### config.mk
export PLATFORM = sky130hd
export DESIGN_NAME = matmul_seq_ctrl
export DESIGN_NICKNAME = d
export VERILOG_FILES = /design/src/rtl/matmul_seq_ctrl.sv
export SDC_FILE = /design/constraint.sdc
export NUM_CORES = 1
export LEC_CHECK = 0
export CAP_MARGIN = 10
export CELL_PAD_IN_SITES_DETAIL_PLACEMENT = 1
export CELL_PAD_IN_SITES_GLOBAL_PLACEMENT = 1
export CORE_MARGIN = 2
export CORE_UTILIZATION = 28
export DETAILED_ROUTE_END_ITERATION = 10
export PLACE_DENSITY = 0.83
export SYNTH_ARGS = -nofsm -noshare
export SYNTH_HDL_FRONTEND = slang
export SYNTH_SLANG_ARGS = --single-unit
### constraint.sdc
create_clock -name clk_i -period 2.1 [get_ports clk_i]
set_clock_uncertainty 0.15 [all_clocks]
set_input_delay 0.42 -clock clk_i [delete_from_list [all_inputs] [get_ports clk_i]]
set_output_delay 0.42 -clock clk_i [all_outputs]
set_load 0.03 [all_outputs]
### src/rtl/matmul_seq_ctrl.sv
// Command sequencer for the systolic matrix-multiply array.
// Each accepted command runs FEED, then FLUSH, then DRAIN (with consumer backpressure), then DONE.
module matmul_seq_ctrl #(
  parameter int unsigned SYS_ARRAY_SIZE = 2,
  parameter int unsigned ADDR_WIDTH     = 64,
  parameter int unsigned FEED_CYCLES    = SYS_ARRAY_SIZE,
  parameter int unsigned PIPE_CYCLES    = 2 * SYS_ARRAY_SIZE - 2,
  parameter int unsigned DRAIN_CYCLES   = 2 * SYS_ARRAY_SIZE,
  localparam int unsigned COUNT_WIDTH   = (FEED_CYCLES > 1) ? $clog2(FEED_CYCLES) : 1,
  localparam int unsigned DCOUNT_WIDTH  = (DRAIN_CYCLES > 1) ? $clog2(DRAIN_CYCLES) : 1,
  localparam int unsigned CTRL_WIDTH    = 2 + 3 * ADDR_WIDTH
) (
  input  logic                    clk_i,
  input  logic                    rst_ni,
  input  logic                    cmd_valid_i,
  output logic                    cmd_ready_o,
  input  logic [ADDR_WIDTH-1:0]   cmd_a_addr_i,
  input  logic [ADDR_WIDTH-1:0]   cmd_b_addr_i,
  input  logic [ADDR_WIDTH-1:0]   cmd_c_addr_i,
  input  logic                    drain_stall_i,
  output logic [CTRL_WIDTH-1:0]   ctrl_o,
  output logic [COUNT_WIDTH-1:0]  feed_count_o,
  output logic                    feed_last_o,
  output logic [DCOUNT_WIDTH-1:0] drain_count_o,
  output logic                    busy_o,
  output logic                    done_o
);

  localparam int unsigned MAX_FP     = (FEED_CYCLES > PIPE_CYCLES) ? FEED_CYCLES : PIPE_CYCLES;
  localparam int unsigned MAX_CYCLES = (MAX_FP > DRAIN_CYCLES) ? MAX_FP : DRAIN_CYCLES;
  localparam int unsigned CNT_W      = $clog2(MAX_CYCLES + 1);

  localparam logic [CNT_W-1:0] FEED_LAST  = CNT_W'(FEED_CYCLES - 1);
  localparam logic [CNT_W-1:0] PIPE_LAST  = (PIPE_CYCLES > 0) ? CNT_W'(PIPE_CYCLES - 1) : '0;
  localparam logic [CNT_W-1:0] DRAIN_LAST = CNT_W'(DRAIN_CYCLES - 1);
  localparam logic [CNT_W-1:0] CNT_ONE    = CNT_W'(1);

  typedef enum logic [2:0] {
    IDLE,
    FEED,
    FLUSH,
    DRAIN,
    DONE
  } state_t;

  state_t                state;
  logic [CNT_W-1:0]      cnt;
  logic [ADDR_WIDTH-1:0] a_addr;
  logic [ADDR_WIDTH-1:0] b_addr;
  logic [ADDR_WIDTH-1:0] c_addr;

  always_ff @(posedge clk_i) begin
    if (!rst_ni) begin
      state  <= IDLE;
      cnt    <= '0;
      a_addr <= '0;
      b_addr <= '0;
      c_addr <= '0;
    end else begin
      case (state)
        IDLE: begin
          if (cmd_valid_i) begin
            a_addr <= cmd_a_addr_i;
            b_addr <= cmd_b_addr_i;
            c_addr <= cmd_c_addr_i;
            cnt    <= '0;
            state  <= FEED;
          end
        end
        FEED: begin
          if (cnt == FEED_LAST) begin
            cnt   <= '0;
            state <= (PIPE_CYCLES == 0) ? DRAIN : FLUSH;
          end else begin
            cnt <= cnt + CNT_ONE;
          end
        end
        FLUSH: begin
          if (cnt == PIPE_LAST) begin
            cnt   <= '0;
            state <= DRAIN;
          end else begin
            cnt <= cnt + CNT_ONE;
          end
        end
        DRAIN: begin
          // A stalled beat holds the index so the consumer sees every beat exactly once.
          if (!drain_stall_i) begin
            if (cnt == DRAIN_LAST) begin
              cnt   <= '0;
              state <= DONE;
            end else begin
              cnt <= cnt + CNT_ONE;
            end
          end
        end
        DONE: begin
          state <= IDLE;
        end
        default: begin
          cnt   <= '0;
          state <= IDLE;
        end
      endcase
    end
  end

  assign cmd_ready_o   = (state == IDLE);
  assign busy_o        = (state != IDLE);
  assign done_o        = (state == DONE);
  assign feed_count_o  = (state == FEED) ? COUNT_WIDTH'(cnt) : '0;
  assign feed_last_o   = (state == FEED) && (cnt == FEED_LAST);
  assign drain_count_o = (state == DRAIN) ? DCOUNT_WIDTH'(cnt) : '0;
  assign ctrl_o        = {(state == FEED), (state == DRAIN) && !drain_stall_i,
                          a_addr, b_addr, c_addr};

endmodule

* Word level (Yosys, flattened, before mapping)
Cells that the tools add are included.
** Storage, ports and cells
- Flip-flop bits (word level) :: 198
- Logic and storage cells :: 40
** Cells by class
- Bitwise logic cells :: 1
- Add/sub/neg operators :: 1
- Reduce and logical (&&, ||, !) cells :: 9
- Mux-type cells :: 13
- Equality and inequality tests :: 11
** Operator list (count)
- 3-bit two-way mux :: 9
- 3-bit case mux with 4 select lines :: 2
- 3-bit by 2-bit == test with 1-bit output, second input constant :: 3
- 2-bit != test, second input constant :: 4
- 3-bit by 1-bit == test with 1-bit output, second input constant :: 2
- 5-bit AND reduction :: 1
- 3-bit by 1-bit adder with 3-bit output, second input constant :: 1
- 3-bit == test, second input constant :: 1
- 3-bit logical NOT :: 1
- 3-bit AND reduction :: 1
- 3-bit nonzero test :: 1
- 1-bit logical AND :: 2
- 2-bit two-way mux :: 1
- 2-bit by 1-bit != test with 1-bit output, second input constant :: 1
- 2-bit AND reduction :: 1
- 2-bit OR reduction :: 1
- 1-bit logical NOT :: 1
- 1-bit two-way mux :: 1
- 1-bit NOT :: 1

* Depth between registers and ports, before layout
Gate-level depths: netlist (run 1).
- Word-level depth :: 4
- Gate-level depth with buffers :: 7
- Mapped depth without buffers :: 6

* Least setup slack after synthesis (run 1)
OpenSTA, ideal clock, no wires.
- Path type :: reg2out
- Start :: reg state[0]
- End :: out feed_last_o
- Path slack :: -254 ps
- Arrival :: 1784 ps
- Cell stages (with the launch flop) :: 4
- Path buffers :: 1
- Cells stage by stage :: dfxtp_1 -> buf_2 -> nor3b_1 -> and3_1
** Between the ends
- Cells in the longest elaborated chain, start to end :: 2
** Ends and longest elaborated chain
- start: declaration :: RTL line 46 : state_t state;
- start signal: assignment :: RTL line 73 : state <= (PIPE_CYCLES == 0) ? DRAIN : FLUSH;
- 3-bit by 1-bit == test with 1-bit output
- named net ctrl_o[193] :: RTL line 21 : output logic [CTRL_WIDTH-1:0] ctrl_o,
- 1-bit logical AND :: RTL line 112 : assign feed_last_o = (state == FEED) && (cnt == FEED_LAST);
- end: declaration :: RTL line 23 : output logic feed_last_o,
The timed path passes the listed nets, and every way through them passes these cells.

* Final worst setup path (run 1)
- Start :: reg state[1]
- End :: out cmd_ready_o
** Between the ends
- Cells in the longest elaborated chain, start to end :: 1
** Ends and longest elaborated chain
- 3-bit logical NOT :: RTL line 108 : assign cmd_ready_o = (state == IDLE);
- end: declaration :: RTL line 16 : output logic cmd_ready_o,
Every way passes these cells.

==> out/qor.yml, run 1 <==
status:
  status: "completed"
logic_synthesis:
  syn_inst: 890
  ys_types: 30
  ys_ff_latch: 198
  syn_area_per_cell_um2: 8.56
  synth_edf_count: 0
  synth.yosys.seq_area_share_pct: 52.0
  ys_warn_count: 0
  ys_async_sr_fraction_pct: 0
  syn-cell-area_um2: 7620
  synth.net_count: 1090
  synthFlopType: "dfxtp_1"
floorplan:
  die_h_um: 169
  dieArea_um2: 28500
  start_util_pct: 28.4
  coreArea_um2: 26800
  fp-row-count: 60
  ios: 397
  dieWidth_um: 169
power:
  p_total_uw: 14100
  p_switching_uw: 5550
  peakVddDrop_uv: 427
  p_sw_share_pct: 39.4
  p_seq_share_pct: 34.4
  p_comb_share_pct: 43.0
  p_int_uw: 8520
  p_per_area_nw_per_um2: 1120
  clock_power_share_pct: 22.6
  power.leakage_uw: 0.00490
finish:
  layout.nets: 1465
  drive_gt1_share_pct: 6.19
  nFillCells: 3101
  post-route-util_pct: 46.8
  syn2layout_area_growth_pct: 64.6
cts:
  worstSkewPairLatency_ps: 420
  holdBufCountCts: 0
  clockRootBuffer: "clkbuf_16"
  clock_path_buffers: 2
  cts.sinks: 198
  cts_tree: "yes"
  cts_made_buffers: 17
  h-tree-depth: 4
  postCtsSetupBuffers: 0
  path_clk_slew_ps: 70
worst_setup_path:
  timing.rr.end: "state[0]"
  critPathMaxFanout: 8
  crit_path_start_kind: "flip-flop"
  crit_path_end_kind: "primary output"
  r2r_cells: 6
  critPathKind: "reg2out"
  rrSetupSlack_ps: 170
  cp.required_ps: 1530
  crit_arrival_ps: 1500
  r2r-start: "cnt[0]"
sta:
  finalSetupViolCount: 0
  slew_headroom_pct: 67.8
  whs_ps: 160
  period_needed_ps: 2070
  fmaxAchievable_mhz: 483
  hold_viol_final: 0
  tightest_slew_ps: 481
  rsz0062_at_grt: "true"
  report.final.slew_viol_count: 0
  finalCritPeriodShare_pct: 98.5
drt:
  final_antenna_net_count: 0
  avgViaCountPerCell: 4.52
  first_pass_iters: 4
  route.vias.total: 7313
  drc: 0
  first_iter_violations: 331
  routed_wl_um: 27000
  wl_per_cell_um: 16.7
global_route:
  grt_max_degree: 114
  antenna_found_initial: 1
  grt_pass1_wl_um: 42200
  grt_pass1_vias: 7765
  track_usage_pct: 18.7
  grt_overflow: 0
placed_design:
  gp_congestion: 0.781
  dp_hpwl_um: 20400
  portBuffers: 396
min_path:
  min_delay_path_depth: 2
  hold_path_class: "in2reg"
  whs_endpoint: "state[2]"
  holdCritStartpoint: "rst_ni"
job:
  maxCapViolCount: 0
[logic make-up (layout without fill, tap and decap cells)]
logic type / after synthesis / in the layout / share of synthesized area, %
compound gates: 203 / 203 / 20.1
xor+xnor: 1 / 1 / 0.115
fa+ha+maj: 4 / 4 / 0.657
buf+inv: 71 / 457 / 5.88
flops: 198 / 198 / 52.0
other cells: 0 / 2 / 0
simple gates: 413 / 413 / 21.3
[placed cells by master, fill, tap and decap left out, types with 2 or more instances in the layout]
master	count
inv_1	3
buf_4	24
inv_8	4
dfxtp_2	2
nand2b_1	2
and2_1	4
or3_4	2
nor3b_1	2
clkinvlp_4	2
inv_6	2
nor3_1	3
nor2_1	4
dfxtp_1	195
diode_2	2
nand2_1	387
and3_1	2
a21oi_1	2
buf_12	12
clkdlybuf4s50_1	372
a32o_1	2
ha_1	4
clkinv_4	4
dlymetal6s2s_1	11
a21boi_0	12
a21boi_1	180
clkbuf_16	17
dlygate4sd2_1	3
[per-layer routing]
metal,vias to the layer above,track usage (%),routed length [µm]
met4,0,6.26,593
met3,35,4.21,1260
met1,3474,21.2,10900
li1,3606,-,-
met5,-,0,0
met2,198,34.6,14300
[per-stage QoR]
| step | std cells | TNS (ps) | instance area, µm² | setup WS (ps) |
|---|---|---|---|---|
| finish | 1619 | 0 | 12500 | 31.4 |
| global route | 1619 | -16.5 | 12500 | -10.5 |
| CTS | 1617 | 0 | 12500 | 2.81 |
| detailed placement | 1587 | -5740 | 11900 | -106 |
| global placement | 1587 | -1320 | 11900 | -35.2 |
| floorplan | 890 | 0 | 7620 | 110 |
[layout make-up]
type,instances,area (µm²),share of cell area [%]
flip-flops and latches,198,3970,31.7
inverters,4,17.5,0.140
diodes,2,5.00,0.0399
repair buffers,423,4320,34.5
multi-input cells,621,3240,25.9
well taps,341,427,3.40
clock inverters,12,113,0.898
clock buffers,18,439,3.50
[synthesized netlist by cell type, drive strengths merged (2+ instances only)]
library cell	count	area, µm²
nand2	387	1450
dfxtp	198	3960
and2	4	25.0
ha	4	50.1
clkbuf	22	82.6
a21boi	192	1440
nand2b	3	26.3
and3b	2	17.5
a32o	2	20.0
or3	2	12.5
and3	2	12.5
nor2	5	18.8
nor3	4	25.0
inv	4	15.0
a21oi	2	10.0
nor3b	3	22.5
buf	45	350
[worst max-delay path by stage]
stage | startpoint | endpoint | slack, ps
after floorplan | state[0] | feed_last_o | 110
after global placement | cmd_valid_i | b_addr[27] | -40
after detailed placement | cmd_valid_i | b_addr[60] | -110
after CTS | b_addr[0] | ctrl_o[64] | 3
after global routing | state[0] | cmd_ready_o | -10
final | state[1] | cmd_ready_o | 30
[what timing repair did]
action                                  in CTS  in global routing
hold endpoints to repair                     0                  0
endpoints found under the setup margin      10                 18
resized for setup                           12                 15
cloned                                       0                  0
[power groups by stage]
stage | clock (µW) | sequential [µW] | combinational [µW]
2_1_floorplan | 0 | 6190 | 2230
3_3_place_gp | 0 | 4880 | 5970
3_5_place_dp | 0 | 4930 | 6090
4_1_cts | 3290 | 4850 | 6130
5_1_grt | 3440 | 4930 | 6540
6_report | 3180 | 4850 | 6050
[state kept, by name, indices dropped and copies added, names as in the netlist]
signal and flops:
state 3, c_addr 64, b_addr 64, cnt 3, a_addr 64
[worst max-delay path: stages, from the launching register on]
cell and delay [ps]:
dfxtp_2 360, buf_4 180, or3_4 350, inv_4 70, buf_12 110
Power figures use the tool's default switching activity.
==> run 2, diff against run 1 <==
Settings changed: SLEW_MARGIN set to 20.
==> results of run 2 <==
The final DEF is identical to that of run 1; final timing and power are the same.
